**config.mk**
```make
export PLATFORM = sky130hd
export DESIGN_NAME = mc_controller
export DESIGN_NICKNAME = d
export VERILOG_FILES = /design/src/rtl/riscv_pkg.sv /design/src/rtl/mc_alu_decoder.sv /design/src/rtl/mc_controller.sv
export SDC_FILE = /design/constraint.sdc
export NUM_CORES = 1
export LEC_CHECK = 0
export BUFFER_PORTS_ARGS = -buffer_cell sky130_fd_sc_hd__buf_2
export CAP_MARGIN = 40
export CORE_AREA = 5 5 42 44
export CTS_BUF_LIST = sky130_fd_sc_hd__clkbuf_4
export DETAILED_ROUTE_END_ITERATION = 8
export DIE_AREA = 0 0 47 49
export GPL_TIMING_DRIVEN = 0
export PLACE_DENSITY = 0.77
export SLEW_MARGIN = 40
export SYNTH_ARGS = -nofsm -noshare
export SYNTH_HDL_FRONTEND = slang
export SYNTH_SLANG_ARGS = --single-unit
```
**constraint.sdc**
```tcl
create_clock -name clk -period 2.02 [get_ports clk]
set_input_delay 0.404 -clock clk [delete_from_list [all_inputs] [get_ports clk]]
set_output_delay 0.404 -clock clk [all_outputs]
set_load 0.03 [all_outputs]
```
**src/rtl/riscv_pkg.sv**
```systemverilog
// Shared encodings for the multicycle RISC-V controller: FSM states, opcodes and
// the select-line encodings seen by the immediate generator, ALU muxes and ALU.
package riscv_pkg;

   typedef enum logic [3:0] {
      S_FETCH    = 4'd0,
      S_DECODE   = 4'd1,
      S_MEMADR   = 4'd2,
      S_MEMREAD  = 4'd3,
      S_MEMWB    = 4'd4,
      S_MEMWRITE = 4'd5,
      S_EXECUTER = 4'd6,
      S_EXECUTEI = 4'd7,
      S_ALUWB    = 4'd8,
      S_BEQ      = 4'd9,
      S_ILLEGAL  = 4'd10
   } mc_state_e;

   localparam logic [6:0] OP_LOAD   = 7'b0000011;
   localparam logic [6:0] OP_STORE  = 7'b0100011;
   localparam logic [6:0] OP_RTYPE  = 7'b0110011;
   localparam logic [6:0] OP_ITYPE  = 7'b0010011;
   localparam logic [6:0] OP_BRANCH = 7'b1100011;

   localparam logic [1:0] IMM_I = 2'b00;
   localparam logic [1:0] IMM_S = 2'b01;
   localparam logic [1:0] IMM_B = 2'b10;

   localparam logic [1:0] SRCA_PC    = 2'b00;
   localparam logic [1:0] SRCA_OLDPC = 2'b01;
   localparam logic [1:0] SRCA_RS1   = 2'b10;

   localparam logic [1:0] SRCB_RS2  = 2'b00;
   localparam logic [1:0] SRCB_IMM  = 2'b01;
   localparam logic [1:0] SRCB_FOUR = 2'b10;

   localparam logic [1:0] RES_ALUOUT    = 2'b00;
   localparam logic [1:0] RES_DATA      = 2'b01;
   localparam logic [1:0] RES_ALURESULT = 2'b10;

   localparam logic [1:0] ALUOP_ADD   = 2'b00;
   localparam logic [1:0] ALUOP_SUB   = 2'b01;
   localparam logic [1:0] ALUOP_FUNCT = 2'b10;

   localparam logic [2:0] ALU_ADD = 3'b000;
   localparam logic [2:0] ALU_SUB = 3'b001;
   localparam logic [2:0] ALU_AND = 3'b010;
   localparam logic [2:0] ALU_OR  = 3'b011;
   localparam logic [2:0] ALU_SLT = 3'b101;

endpackage

```
**src/rtl/mc_alu_decoder.sv**
```systemverilog
// Combinational ALU decoder: ALUOp plus instruction fields to alu_control.
module mc_alu_decoder
   import riscv_pkg::*;
(
   input  logic [1:0] alu_op,
   input  logic [2:0] funct3,
   input  logic       funct7b5,
   input  logic       op5,
   output logic [2:0] alu_control
);

   always_comb begin
      alu_control = ALU_ADD;
      case (alu_op)
         ALUOP_SUB: alu_control = ALU_SUB;
         ALUOP_FUNCT: begin
            case (funct3)
               // funct7b5 only selects sub for R-type; I-type addi reuses that bit as immediate
               3'b000:  alu_control = (funct7b5 && op5) ? ALU_SUB : ALU_ADD;
               3'b010:  alu_control = ALU_SLT;
               3'b110:  alu_control = ALU_OR;
               3'b111:  alu_control = ALU_AND;
               default: alu_control = ALU_ADD;
            endcase
         end
         default: alu_control = ALU_ADD;
      endcase
   end

endmodule

```
**src/rtl/mc_controller.sv**
```systemverilog
// Multicycle RISC-V main controller FSM (lw, sw, R/I ALU, beq) with a memory ready handshake.
// Define MC_CTRL_ILLEGAL_EN to trap unknown opcodes in an ILLEGAL state with an `illegal` output.
module mc_controller
   import riscv_pkg::*;
(
   input  logic       clk,
   input  logic       reset,
   input  logic [6:0] op,
   input  logic [2:0] funct3,
   input  logic       funct7b5,
   input  logic       zero,
   input  logic       mem_ready,
   output logic       mem_req,
   output logic       MemWrite,
   output logic       AdrSrc,
   output logic       IRWrite,
   output logic       PCWrite,
   output logic       RegWrite,
   output logic [1:0] ImmSrc,
   output logic [1:0] ALUSrcA,
   output logic [1:0] ALUSrcB,
   output logic [1:0] ResultSrc,
   output logic [2:0] alu_control,
`ifdef MC_CTRL_ILLEGAL_EN
   output logic       illegal,
`endif
   output logic       instr_done
);

`ifdef MC_CTRL_ILLEGAL_EN
   localparam mc_state_e UNKNOWN_NEXT = S_ILLEGAL;
`else
   localparam mc_state_e UNKNOWN_NEXT = S_FETCH;
`endif

   mc_state_e  state_q, state_d;
   logic [1:0] alu_op;
   logic       pc_update;
   logic       branch;

   always_ff @(posedge clk or posedge reset) begin
      if (reset) state_q <= S_FETCH;
      else       state_q <= state_d;
   end

   always_comb begin
      state_d = state_q;
      case (state_q)
         S_FETCH:    if (mem_ready) state_d = S_DECODE;
         S_DECODE: begin
            case (op)
               OP_LOAD, OP_STORE: state_d = S_MEMADR;
               OP_RTYPE:          state_d = S_EXECUTER;
               OP_ITYPE:          state_d = S_EXECUTEI;
               OP_BRANCH:         state_d = S_BEQ;
               default:           state_d = UNKNOWN_NEXT;
            endcase
         end
         S_MEMADR:   state_d = op[5] ? S_MEMWRITE : S_MEMREAD;
         S_MEMREAD:  if (mem_ready) state_d = S_MEMWB;
         S_MEMWB:    state_d = S_FETCH;
         S_MEMWRITE: if (mem_ready) state_d = S_FETCH;
         S_EXECUTER: state_d = S_ALUWB;
         S_EXECUTEI: state_d = S_ALUWB;
         S_ALUWB:    state_d = S_FETCH;
         S_BEQ:      state_d = S_FETCH;
         S_ILLEGAL:  state_d = S_ILLEGAL;
         default:    state_d = S_FETCH;
      endcase
   end

   // Moore decode of state; only the handshake-qualified strobes look at mem_ready.
   always_comb begin
      mem_req    = 1'b0;
      MemWrite   = 1'b0;
      AdrSrc     = 1'b0;
      IRWrite    = 1'b0;
      pc_update  = 1'b0;
      branch     = 1'b0;
      RegWrite   = 1'b0;
      ImmSrc     = IMM_I;
      ALUSrcA    = SRCA_PC;
      ALUSrcB    = SRCB_RS2;
      ResultSrc  = RES_ALUOUT;
      alu_op     = ALUOP_ADD;
      instr_done = 1'b0;
      case (state_q)
         S_FETCH: begin
            mem_req   = 1'b1;
            ALUSrcB   = SRCB_FOUR;
            ResultSrc = RES_ALURESULT;
            IRWrite   = mem_ready;
            pc_update = mem_ready;
         end
         S_DECODE: begin
            ALUSrcA = SRCA_OLDPC;
            ALUSrcB = SRCB_IMM;
            ImmSrc  = IMM_B;
         end
         S_MEMADR: begin
            ALUSrcA = SRCA_RS1;
            ALUSrcB = SRCB_IMM;
            ImmSrc  = op[5] ? IMM_S : IMM_I;
         end
         S_MEMREAD: begin
            mem_req = 1'b1;
            AdrSrc  = 1'b1;
         end
         S_MEMWB: begin
            ResultSrc  = RES_DATA;
            RegWrite   = 1'b1;
            instr_done = 1'b1;
         end
         S_MEMWRITE: begin
            mem_req    = 1'b1;
            MemWrite   = 1'b1;
            AdrSrc     = 1'b1;
            instr_done = mem_ready;
         end
         S_EXECUTER: begin
            ALUSrcA = SRCA_RS1;
            ALUSrcB = SRCB_RS2;
            alu_op  = ALUOP_FUNCT;
         end
         S_EXECUTEI: begin
            ALUSrcA = SRCA_RS1;
            ALUSrcB = SRCB_IMM;
            ImmSrc  = IMM_I;
            alu_op  = ALUOP_FUNCT;
         end
         S_ALUWB: begin
            ResultSrc  = RES_ALUOUT;
            RegWrite   = 1'b1;
            instr_done = 1'b1;
         end
         S_BEQ: begin
            ALUSrcA    = SRCA_RS1;
            ALUSrcB    = SRCB_RS2;
            alu_op     = ALUOP_SUB;
            ResultSrc  = RES_ALUOUT;
            branch     = 1'b1;
            instr_done = 1'b1;
         end
         default: ;
      endcase
   end

   assign PCWrite = pc_update | (branch & zero);

`ifdef MC_CTRL_ILLEGAL_EN
   assign illegal = (state_q == S_ILLEGAL);
`endif

   mc_alu_decoder u_alu_dec (
      .alu_op      (alu_op),
      .funct3      (funct3),
      .funct7b5    (funct7b5),
      .op5         (op[5]),
      .alu_control (alu_control)
   );

endmodule

```
==> reports/metrics.json, run 1 <==
{
  "power.share.clock": {"value": 11.0, "unit": "%"},
  "synth.yosys.seq_area_share": {"value": 18.2, "unit": "%"},
  "crit_path_start_kind": {"value": "flip-flop"},
  "avgRoutedWirePerCell": {"value": 14.8, "unit": "um"},
  "ant_nets": {"value": 0},
  "total_leakage_power": {"value": 0.527, "unit": "nW"},
  "port_buffers": {"value": 32},
  "post-place-ws": {"value": -0.0989, "unit": "ns"},
  "cell_internal_power": {"value": 0.469, "unit": "mW"},
  "failed_checks": {"value": "setup timing"},
  "final_min_period_over_clock_period": {"value": 106, "unit": "%"},
  "cell_area_after_synthesis": {"value": 551, "unit": "um^2"},
  "power_density": {"value": 899, "unit": "mW/mm^2"},
  "dieWidth": {"value": 47, "unit": "um"},
  "gpl.final_weighted_congestion": {"value": 0.853},
  "timing.hold.worst.class": {"value": "in2async"},
  "grt_start_max_net_pins": {"value": 11},
  "die-area": {"value": 0.00230, "unit": "mm^2"},
  "netlist_top_cells_area": {"value": "dfrtp_1 (18%), inv_1 (6.1%), nand2_1 (5.5%), nor2_1 (5.5%), a21oi_1 (4.5%)"},
  "dp.final_hpwl": {"value": 1300, "unit": "um"},
  "drc_errors_left": {"value": 0},
  "initial_antenna_violation_count": {"value": 0},
  "final_layout_size_suffix_gt1_share": {"value": 61.1, "unit": "%"},
  "postLayoutSetupSlackWorst": {"value": -0.117, "unit": "ns"},
  "crit_path_max_fanout": {"value": 4},
  "top_regs": {"value": "state_q: 4 flops"},
  "io_pins": {"value": 33},
  "grt_setup_unrepaired": {"value": "true"},
  "worstPathRequired": {"value": 1.62, "unit": "ns"},
  "flip_flop_count_of_the_largest_register_after_layout": {"value": 4},
  "yosys.area_share.simple": {"value": 37.3, "unit": "%"},
  "launching_instance_or_port_of_the_critical_path": {"value": "state_q[2]$_DFFE_PP0P_"},
  "clockRootBuffer": {"value": "clkbuf_4"},
  "initial_utilization": {"value": 39.3, "unit": "%"},
  "worst-endpoint-arrival": {"value": 1.73, "unit": "ns"},
  "max-vdd-ir-drop": {"value": 0.000661, "unit": "V"},
  "fillers": {"value": 115},
  "period_minus_slack": {"value": 2.14, "unit": "ns"},
  "core": {"value": 0.00140, "unit": "mm^2"},
  "first_iter_violations": {"value": 19},
  "rows": {"value": 14},
  "startpoint_of_the_worst_slack_reg_to_reg_timing_path": {"value": "state_q[3]$_DFFE_PP0P_"},
  "hold_slack": {"value": 0.0558, "unit": "ns"},
  "crit_type": {"value": "reg2out"},
  "largest-register": {"value": "state_q"},
  "seq_power_share": {"value": 11.4, "unit": "%"},
  "max_cap_violations": {"value": 0},
  "switching_share": {"value": 49.1, "unit": "%"},
  "finalMaxSlewViolations": {"value": 0},
  "post_synth_mux_area_share": {"value": 2.05, "unit": "%"},
  "finalHoldViolCount": {"value": 0},
  "globalRouteTotalUtil": {"value": 17.0, "unit": "%"},
  "detail_route.first_pass.iterations": {"value": 4},
  "clock-skew-final": {"value": 0.00191, "unit": "ns"},
  "post_drt_via_cell_ratio": {"value": 5.34},
  "clockBufferDepth": {"value": 2},
  "power_frac_comb": {"value": 77.6, "unit": "%"},
  "synth_nets": {"value": 95},
  "largest_family_of_logic_cells_by_synthesized_area": {"value": "simple AND/OR/NAND/NOR gates"},
  "grt_pass1_wl": {"value": 2990, "unit": "um"},
  "post_synthesis_xor_xnor_area_fraction": {"value": 3.18, "unit": "%"},
  "yosysTopAreaCellShare": {"value": 18.2, "unit": "%"},
  "slew-limit-headroom": {"value": 69.1, "unit": "%"},
  "numCtsBuffers": {"value": 3},
  "postSynthRegisterBits": {"value": 4},
  "setup.worst_path.end_class": {"value": "primary output"},
  "yosysWarningCount": {"value": 0},
  "synth_top_cell_by_area": {"value": "dfrtp_1"},
  "unique_cell_type_count_in_the_yosys_netlist": {"value": 31},
  "area_growth_syn_to_layout": {"value": 85.9, "unit": "%"},
  "netlist_instances": {"value": 78},
  "share_of_the_synthesized_area_in_compound_gates_ao_oa_aoi_oai": {"value": 22.5, "unit": "%"},
  "clock_tree_from_tritoncts": {"value": "built"},
  "clk-insertion-delay-late": {"value": 0.23, "unit": "ns"},
  "globalRoute.totalOverflow": {"value": 0},
  "drt-total-wl": {"value": 2110, "unit": "um"},
  "final_total_pwr": {"value": 0.921, "unit": "mW"},
  "cts_max_level": {"value": 1},
  "num_vias": {"value": 758},
  "sinks_on_the_clock_net": {"value": 4},
  "worst_pin_slew": {"value": 0.463, "unit": "ns"},
  "cts.reportedPaths.clkPinSlew": {"value": 0.04, "unit": "ns"},
  "die_h": {"value": 49, "unit": "um"},
  "total_switching_power": {"value": 0.452, "unit": "mW"},
  "outcome": {"value": "finished, violations left"},
  "diodes": {"value": 0},
  "fin_nets": {"value": 145},
  "maximum_clock_frequency": {"value": 468, "unit": "MHz"},
  "synthAdderAreaFrac": {"value": 4.55, "unit": "%"},
  "setup_viol_count_final": {"value": 6},
  "first_global_vias": {"value": 683},
  "post_synth.cell_area_avg": {"value": 7.06, "unit": "um^2"}
}
## worst max-delay path, stage by stage (launching register included)
cell and delay, ns:
dfrtp_1 0.40, nor2b_2 0.15, and3_4 0.25, inv_4 0.05
ha_4 0.16, buf_4 0.12, a31oi_1 0.13, nor2_1 0.07
buf_4 0.17
## power groups by stage
stage	Clock [mW]	Sequential, mW	Combinational, mW
floorplan	0	0.107	0.428
global placement	0	0.113	0.551
detailed placement	0	0.114	0.556
CTS	0.105	0.109	0.621
global route	0.120	0.105	0.760
finish	0.102	0.105	0.714
## what timing repair did
item	4_1_cts	5_1_grt
pin swaps	3	5
gates resized for setup	26	16
hold buffers	0	0
hold endpoints to repair	0	0
setup endpoints to repair	9	12
buffers inserted	2	12
## per-layer routing
| metal | vias to the layer above | wire length [um] | global-route usage (%) |
|---|---|---|---|
| li1 | 369 | - | - |
| met1 | 345 | 805 | 21.1 |
| met2 | 38 | 1080 | 28.3 |
| met3 | 6 | 146 | 5.54 |
| met4 | 0 | 72 | 2.76 |
| met5 | - | 0 | 0 |
## synthesized netlist by cell type, drive strengths merged
cell,instances
o21ai,3
and2b,1
and3,2
nor3,2
a21o,1
buf,2
o221ai,1
a21oi,5
or4bb,1
and2,1
a31o,2
nor2b,3
dfrtp,4
nand2b,3
nor4,3
nor4b,1
xnor2,2
nand2,8
o22ai,1
nor2,8
inv,9
o31a,2
nor3b,1
mux2,1
or4b,1
a31oi,2
or4,1
o21a,1
ha,2
clkbuf,4
## cells in the final DEF, fill, tap and decap left out, types with 2 or more instances in the layout
cell,Yosys,final
a21oi_1,5,5
a31o_2,2,2
nor2_1,8,7
o31a_1,2,2
nand2_1,8,6
buf_6,1,7
nor3_1,2,2
inv_1,9,4
inv_2,0,3
dfrtp_1,4,3
nor2b_1,3,2
a31oi_1,2,2
buf_4,1,17
nand2b_1,3,3
buf_2,0,23
clkbuf_4,0,4
nor4_4,0,2
xnor2_1,2,2
ha_4,0,2
inv_4,0,2
o21ai_0,3,3
## through the flow
stage	area [um^2]	TNS (ns)	util [%]	std cells
2_1_floorplan	609	-0.187	-	78
6_report	1020	-0.354	73.0	142
3_3_place_gp	790	-0.0710	56.3	126
5_1_grt	1020	-1.04	73.0	142
3_5_place_dp	790	-0.147	56.3	126
4_1_cts	907	-0.114	64.7	131
## kinds of logic after synthesis
kind of cell,after synthesis
AND/OR/NAND/NOR,36
AO/OA/AOI/OAI,18
buffers and inverters,15
flip-flops,4
XOR/XNOR,2
adder cells (fa/ha/maj),2
multiplexers,1
## final cells by class
class	count	area [um^2]	area share (%)
sequential	4	101	9.90
buffer	5	48.8	4.77
inverter	9	38.8	3.79
clock buffer	3	22.5	2.20
multi-input combinational	59	478	46.7
timing repair buffer	46	314	30.7
tap	16	20.0	1.96
## path summary, 6_finish.rpt
check / to / slack, ns / cells after the start
worst max-delay path: alu_control[0] / -0.12 / 8
worst min-delay path: state_q[0]$_DFFE_PP0P_ / 0.06 / 2
worst max register to register: state_q[0]$_DFFE_PP0P_ / 0.03 / 6
worst min register to register: state_q[3]$_DFFE_PP0P_ / 0.71 / 2
max in group asynchronous: state_q[1]$_DFFE_PP0P_ / 1.78 / 2
min in group clk: state_q[2]$_DFFE_PP0P_ / 0.46 / 3
(Power assumes the default switching activity.)
==> run 2: changes to the inputs <==
Settings changed: PLACE_DENSITY 0.77 to 0.87.
==> reports/metrics.json, run 2 (synthesis results as in run 1) <==
{
  "outcome": {"value": "finished, violations left", "change": "unchanged"},
  "failed_checks": {"value": "setup timing", "change": "unchanged"},
  "cts.reportedPaths.clkPinSlew": {"value": 0.04, "unit": "ns", "change": "about the same"},
  "clockBufferDepth": {"value": 2, "change": "unchanged"},
  "grt_pass1_wl": {"value": 2790, "unit": "um", "change": "was 2990 um"},
  "crit_path_start_kind": {"value": "flip-flop", "change": "unchanged"},
  "fin_area": {"value": 0.00102, "unit": "mm^2", "change": "about the same"},
  "die_h": {"value": 49, "unit": "um", "change": "unchanged"},
  "avgRoutedWirePerCell": {"value": 14.6, "unit": "um", "change": "was 14.8 um"},
  "max_cap_violations": {"value": 0, "change": "unchanged"},
  "setup.worst_path.end_class": {"value": "primary output", "change": "unchanged"},
  "tns": {"value": -0.0330, "unit": "ns", "change": "was -0.354 ns"},
  "critical-path-max-stage-delay": {"value": 0.41, "unit": "ns", "change": "was 0.40 ns"},
  "timing.hold.worst.class": {"value": "in2async", "change": "unchanged"},
  "power_density": {"value": 934, "unit": "mW/mm^2", "change": "was 899 mW/mm^2"},
  "final_min_period_over_clock_period": {"value": 102, "unit": "%", "change": "was 106%"},
  "postLayoutSetupSlackWorst": {"value": -0.0330, "unit": "ns", "change": "was -0.117 ns"},
  "mostFrequentLayoutCell": {"value": "buf_2", "change": "unchanged"},
  "grt_start_max_net_pins": {"value": 11, "change": "unchanged"},
  "die-area": {"value": 0.00230, "unit": "mm^2", "change": "unchanged"},
  "startpoint_of_the_worst_slack_reg_to_reg_timing_path": {"value": "state_q[3]$_DFFE_PP0P_", "change": "unchanged"},
  "slowest_cp_cell": {"value": "dfrtp_1", "change": "unchanged"},
  "final_layout_size_suffix_gt1_share": {"value": 61.1, "unit": "%", "change": "unchanged"},
  "area_growth_syn_to_layout": {"value": 85.2, "unit": "%", "change": "was 85.9%"},
  "globalRoute.totalOverflow": {"value": 0, "change": "unchanged"},
  "detailed_place.area": {"value": 790, "unit": "um^2", "change": "unchanged"},
  "clk-insertion-delay-late": {"value": 0.25, "unit": "ns", "change": "was 0.23 ns"},
  "max-vdd-ir-drop": {"value": 0.000583, "unit": "V", "change": "was 0.000661 V"},
  "port_buffers": {"value": 32, "change": "unchanged"},
  "detail_route.first_pass.iterations": {"value": 4, "change": "unchanged"},
  "crit_type": {"value": "reg2out", "change": "unchanged"},
  "cts_hold_buffers": {"value": 0, "change": "unchanged"},
  "period_minus_slack": {"value": 2.05, "unit": "ns", "change": "was 2.14 ns"},
  "fin_nets": {"value": 145, "change": "unchanged"},
  "num_vias": {"value": 734, "change": "was 758"},
  "finalMaxSlewViolations": {"value": 0, "change": "unchanged"},
  "placedCellCount": {"value": 126, "change": "unchanged"},
  "drc_errors_left": {"value": 0, "change": "unchanged"},
  "grt_setup_unrepaired": {"value": "true", "change": "unchanged"},
  "final_total_pwr": {"value": 0.953, "unit": "mW", "change": "was 0.921 mW"},
  "ant_nets": {"value": 0, "change": "unchanged"},
  "maximum_clock_frequency": {"value": 487, "unit": "MHz", "change": "was 468 MHz"},
  "first_global_vias": {"value": 645, "change": "was 683"},
  "clockRootBuffer": {"value": "clkbuf_4", "change": "unchanged"},
  "cts_max_level": {"value": 1, "change": "unchanged"},
  "io_pins": {"value": 33, "change": "unchanged"},
  "globalRouteTotalUtil": {"value": 16.8, "unit": "%", "change": "was 17.0%"},
  "worstPathRequired": {"value": 1.62, "unit": "ns", "change": "about the same"},
  "gpl.final_weighted_congestion": {"value": 0.886, "change": "was 0.853"},
  "flip_flop_count_of_the_largest_register_after_layout": {"value": 4, "change": "unchanged"},
  "clock-skew-final": {"value": 0.00827, "unit": "ns", "change": "was 0.00191 ns"},
  "first_iter_violations": {"value": 11, "change": "was 19"},
  "dp.final_hpwl": {"value": 1280, "unit": "um", "change": "was 1300 um"},
  "crit_path_cell_trace": {"value": "clkbuf_16, nor2_4, nand2_2, inv_2, ha_4, nand2_4, nor4_4, buf_6", "change": "was nor2b_2, and3_4, inv_4, ha_4, buf_4, a31oi_1, nor2_1, buf_4"},
  "largest-register": {"value": "state_q", "change": "unchanged"},
  "sinks_on_the_clock_net": {"value": 4, "change": "unchanged"},
  "hold_slack": {"value": 0.0431, "unit": "ns", "change": "was 0.0558 ns"},
  "initial_antenna_violation_count": {"value": 0, "change": "unchanged"},
  "crit_path_max_fanout": {"value": 6, "change": "was 4"},
  "top_regs": {"value": "state_q: 4 flops", "change": "unchanged"},
  "mostFrequentLayoutCells": {"value": "buf_2 (25), buf_4 (19), nor2_1 (7)", "change": "was buf_2 (23), buf_4 (17), nor2_1 (7), buf_6 (7), nand2_1 (6)"},
  "setup_viol_count_final": {"value": 1, "change": "was 6"},
  "core": {"value": 0.00140, "unit": "mm^2", "change": "unchanged"},
  "slew-limit-headroom": {"value": 71.4, "unit": "%", "change": "was 69.1%"},
  "diodes": {"value": 0, "change": "unchanged"},
  "dieWidth": {"value": 47, "unit": "um", "change": "unchanged"},
  "total_leakage_power": {"value": 0.529, "unit": "nW", "change": "was 0.527 nW"},
  "finalHoldViolCount": {"value": 0, "change": "unchanged"},
  "worst_pin_slew": {"value": 0.430, "unit": "ns", "change": "was 0.463 ns"},
  "worst-endpoint-arrival": {"value": 1.65, "unit": "ns", "change": "was 1.73 ns"},
  "post_drt_via_cell_ratio": {"value": 5.17, "change": "was 5.34"},
  "drt-total-wl": {"value": 2080, "unit": "um", "change": "was 2110 um"},
  "numCtsBuffers": {"value": 3, "change": "unchanged"},
  "initial_utilization": {"value": 39.3, "unit": "%", "change": "unchanged"},
  "clock_tree_from_tritoncts": {"value": "built", "change": "unchanged"},
  "post_layout_nonfiller_instances": {"value": 142, "change": "unchanged"},
  "launching_instance_or_port_of_the_critical_path": {"value": "state_q[3]$_DFFE_PP0P_", "change": "was state_q[2]$_DFFE_PP0P_"},
  "rows": {"value": 14, "change": "unchanged"}
}
[run 2: cell count changes in the layout (fill, tap and decap cells not counted), sizes merged]
cell,delta
buf,+2
clkbuf,-2
[run 2: through the flow]
step | utilization, % | setup WS (ns)
2_1_floorplan | - | -0.171
6_report | 72.8 | -0.0330
3_3_place_gp | 56.3 | -0.0353
5_1_grt | 72.8 | -0.119
4_1_cts | 65.2 | -0.0812
3_5_place_dp | 56.3 | -0.0866
[run 2: final cells by class]
| type | count | area (um^2) |
|---|---|---|
| inverters | 9 | 38.8 |
| well taps | 16 | 20.0 |
| flip-flops and latches | 4 | 103 |
| clock buffers | 3 | 22.5 |
| plain buffers | 4 | 47.5 |
| multi-input cells | 59 | 483 |
| repair buffers | 47 | 305 |
| fillers | 111 | 382 |
[run 2: final timing paths]
path,end,slack (ns),cells past startpoint
max reg2reg,state_q[0]$_DFFE_PP0P_,0.04,5
max in group asynchronous,state_q[1]$_DFFE_PP0P_,1.80,2
max,alu_control[2],-0.03,8
min in group clk,state_q[2]$_DFFE_PP0P_,0.46,3
min,state_q[0]$_DFFE_PP0P_,0.04,2
min reg2reg,state_q[3]$_DFFE_PP0P_,0.73,2
[run 2: layer usage]
layer  routed length [um]  GRT usage (%)  vias to the layer above
met5                    0              0                        -
li1                     -              -                      368
met4                   64           12.4                        0
met2                 1080           28.5                       30
met1                  773           17.7                      331
met3                  157           1.85                        5
[run 2: power breakdown]
| group | switching [mW] | internal, mW | leakage [nW] | total [mW] |
|---|---|---|---|---|
| Clock | 0.0357 | 0.0666 | 0.0138 | 0.102 |
| Sequential | 0.0163 | 0.0937 | 0.0506 | 0.110 |
| Combinational | 0.401 | 0.339 | 0.465 | 0.740 |
| Total | 0.453 | 0.500 | 0.529 | 0.953 |
[run 2: critical path: cells and delay by family, from the launching register on]
kind,cells,cell delay (ns)
adder cells (fa/ha/maj),1,0.13
buffers and inverters,3,0.41
flip-flops,1,0.41
AND/OR/NAND/NOR,4,0.45
[run 2: what timing repair did]
action,in CTS,in global routing
resized for setup,22,18
pin swaps,3,8
setup buffers,5,10
setup endpoints to repair,10,15
==> run 3: changes to the inputs <==
Settings changed: CORE_AREA 5 5 42 44 to 2 2 39 41, DIE_AREA 0 0 47 49 to 0 0 41 43.
==> reports/metrics.json, run 3 (synthesis results as in run 1) <==
{
  "outcome": {"value": "finished, violations left", "change": "unchanged"},
  "failed_checks": {"value": "setup timing", "change": "unchanged"},
  "worstPathRequired": {"value": 1.62, "unit": "ns", "change": "about the same"},
  "flip_flop_count_of_the_largest_register_after_layout": {"value": 4, "change": "unchanged"},
  "grt_setup_unrepaired": {"value": "true", "change": "unchanged"},
  "cts.reportedPaths.clkPinSlew": {"value": 0.04, "unit": "ns", "change": "about the same"},
  "post_drt_via_cell_ratio": {"value": 5.48, "change": "was 5.17"},
  "max-vdd-ir-drop": {"value": 0.000888, "unit": "V", "change": "was 0.000583 V"},
  "detail_route.first_pass.iterations": {"value": 4, "change": "unchanged"},
  "setup.worst_path.end_class": {"value": "primary output", "change": "unchanged"},
  "core": {"value": 0.00138, "unit": "mm^2", "change": "was 0.00140 mm^2"},
  "io_pins": {"value": 33, "change": "unchanged"},
  "grt_start_max_net_pins": {"value": 11, "change": "unchanged"},
  "mostFrequentLayoutCells": {"value": "buf_2 (26), buf_4 (14), nor2_1 (7)", "change": "was buf_2 (25), buf_4 (19), nor2_1 (7)"},
  "grt_pass1_wl": {"value": 2700, "unit": "um", "change": "was 2790 um"},
  "total_leakage_power": {"value": 0.492, "unit": "nW", "change": "was 0.529 nW"},
  "slowest_cp_cell": {"value": "dfrtp_1", "change": "unchanged"},
  "fin_nets": {"value": 139, "change": "was 145"},
  "initial_antenna_violation_count": {"value": 0, "change": "unchanged"},
  "mostFrequentLayoutCell": {"value": "buf_2", "change": "unchanged"},
  "clockBufferDepth": {"value": 2, "change": "unchanged"},
  "avgRoutedWirePerCell": {"value": 13.5, "unit": "um", "change": "was 14.6 um"},
  "clock_tree_from_tritoncts": {"value": "built", "change": "unchanged"},
  "rows": {"value": 14, "change": "unchanged"},
  "period_minus_slack": {"value": 2.10, "unit": "ns", "change": "was 2.05 ns"},
  "numCtsBuffers": {"value": 3, "change": "unchanged"},
  "crit_path_max_fanout": {"value": 4, "change": "was 6"},
  "diodes": {"value": 0, "change": "unchanged"},
  "cts_max_level": {"value": 1, "change": "unchanged"},
  "placedCellCount": {"value": 126, "change": "unchanged"},
  "post-place-ws": {"value": -0.0947, "unit": "ns", "change": "was -0.0866 ns"},
  "max_cap_violations": {"value": 0, "change": "unchanged"},
  "num_vias": {"value": 745, "change": "was 734"},
  "final_layout_size_suffix_gt1_share": {"value": 58.3, "unit": "%", "change": "was 61.1%"},
  "area_growth_syn_to_layout": {"value": 72.3, "unit": "%", "change": "was 85.2%"},
  "worst_pin_slew": {"value": 0.317, "unit": "ns", "change": "was 0.430 ns"},
  "clock-skew-final": {"value": 0.000665, "unit": "ns", "change": "was 0.00827 ns"},
  "crit_path_cell_trace": {"value": "nor2b_2, and3_4, inv_2, ha_4, nand2_4, nor4_4, buf_4", "change": "was clkbuf_16, nor2_4, nand2_2, inv_2, ha_4, nand2_4, nor4_4, buf_6"},
  "port_buffers": {"value": 32, "change": "unchanged"},
  "gpl.final_weighted_congestion": {"value": 0.862, "change": "was 0.886"},
  "power_density": {"value": 891, "unit": "mW/mm^2", "change": "was 934 mW/mm^2"},
  "globalRouteTotalUtil": {"value": 22.3, "unit": "%", "change": "was 16.8%"},
  "clockRootBuffer": {"value": "clkbuf_4", "change": "unchanged"},
  "timing.hold.worst.class": {"value": "in2async", "change": "unchanged"},
  "fillers": {"value": 107, "change": "was 111"},
  "drc_errors_left": {"value": 0, "change": "unchanged"},
  "post_layout_nonfiller_instances": {"value": 136, "change": "was 142"},
  "drt-total-wl": {"value": 1830, "unit": "um", "change": "was 2080 um"},
  "setup_viol_count_final": {"value": 2, "change": "was 1"},
  "initial_utilization": {"value": 39.8, "unit": "%", "change": "was 39.3%"},
  "die-area": {"value": 0.00176, "unit": "mm^2", "change": "was 0.00230 mm^2"},
  "crit_type": {"value": "reg2out", "change": "unchanged"},
  "die_h": {"value": 43, "unit": "um", "change": "was 49 um"},
  "globalRoute.totalOverflow": {"value": 0, "change": "unchanged"},
  "finalMaxSlewViolations": {"value": 0, "change": "unchanged"},
  "worst-endpoint-arrival": {"value": 1.69, "unit": "ns", "change": "was 1.65 ns"},
  "slew-limit-headroom": {"value": 78.8, "unit": "%", "change": "was 71.4%"},
  "dp.final_hpwl": {"value": 1200, "unit": "um", "change": "was 1280 um"},
  "crit_path_start_kind": {"value": "flip-flop", "change": "unchanged"},
  "postLayoutSetupSlackWorst": {"value": -0.0759, "unit": "ns", "change": "was -0.0330 ns"},
  "clk-insertion-delay-late": {"value": 0.24, "unit": "ns", "change": "was 0.25 ns"},
  "maximum_clock_frequency": {"value": 477, "unit": "MHz", "change": "was 487 MHz"},
  "first_iter_violations": {"value": 23, "change": "was 11"},
  "top_regs": {"value": "state_q: 4 flops", "change": "unchanged"},
  "finalHoldViolCount": {"value": 0, "change": "unchanged"},
  "dieWidth": {"value": 41, "unit": "um", "change": "was 47 um"},
  "cts_hold_buffers": {"value": 0, "change": "unchanged"},
  "final_total_pwr": {"value": 0.845, "unit": "mW", "change": "was 0.953 mW"},
  "detailed_place.area": {"value": 790, "unit": "um^2", "change": "unchanged"},
  "sinks_on_the_clock_net": {"value": 4, "change": "unchanged"},
  "fin_area": {"value": 948, "unit": "um^2", "change": "was 0.00102 mm^2"},
  "first_global_vias": {"value": 685, "change": "was 645"},
  "ant_nets": {"value": 0, "change": "unchanged"},
  "final_min_period_over_clock_period": {"value": 104, "unit": "%", "change": "was 102%"},
  "largest-register": {"value": "state_q", "change": "unchanged"},
  "critical-path-max-stage-delay": {"value": 0.40, "unit": "ns", "change": "was 0.41 ns"}
}
## run 3: worst paths after layout
check | slack [ns] | cells after the start | end | start
setup / recovery | -0.08 | 7 | alu_control[2] | state_q[0]$_DFFE_PP0P_
hold / removal | 0.03 | 2 | state_q[2]$_DFFE_PP0P_ | reset
setup reg to reg | 0.11 | 5 | state_q[0]$_DFFE_PP0P_ | state_q[3]$_DFFE_PP0P_
hold reg to reg | 0.70 | 2 | state_q[3]$_DFFE_PP0P_ | state_q[1]$_DFFE_PP0P_
max in group asynchronous | 1.83 | 2 | state_q[1]$_DFFE_PP0P_ | reset
min in group clk | 0.44 | 3 | state_q[2]$_DFFE_PP0P_ | op[4]
## run 3: layer usage
| layer | track usage (%) | up-vias | routed length [um] |
|---|---|---|---|
| li1 | - | 357 | - |
| met1 | 23.0 | 350 | 612 |
| met4 | 8.67 | 0 | 37 |
| met5 | 0 | - | 0 |
| met3 | 5.24 | 4 | 146 |
| met2 | 40.0 | 34 | 1040 |
## run 3: worst max-delay path: cells and delay by family, from the launching register on
| kind | cells | cell delay, ns |
|---|---|---|
| simple gates | 4 | 0.63 |
| flops | 1 | 0.40 |
| buf+inv | 2 | 0.26 |
| fa+ha+maj | 1 | 0.16 |
## run 3: power by group
group / total (mW) / internal, mW / switching, mW
combinational: 0.635 / 0.255 / 0.381
sequential: 0.108 / 0.0934 / 0.0144
clock: 0.102 / 0.0666 / 0.0350
## run 3: through the flow
step	util, %	setup TNS, ns	hold slack, ns
3_3_place_gp	57.1	-0.0408	0.278
5_1_grt	68.5	-0.347	0.0443
2_1_floorplan	-	-0.187	0.170
3_5_place_dp	57.1	-0.143	0.287
6_report	68.5	-0.110	0.0347
4_1_cts	65.6	-0.0833	0.0344
## run 3: cell type report
class | count | area, um^2 | area share, %
Sequential cell | 4 | 101 | 10.7
Multi-Input combinational cell | 59 | 475 | 50.1
Timing Repair Buffer | 40 | 243 | 25.6
Inverter | 9 | 36.3 | 3.83
Buffer | 5 | 50.0 | 5.28
Tap cell | 16 | 20.0 | 2.11
Clock buffer | 3 | 22.5 | 2.37
## run 3: repair_timing
item	in CTS	in global routing
pin swaps	6	8
endpoints found under the hold margin	0	0
resized for setup	23	11
setup endpoints to repair	9	11
setup buffers	3	5
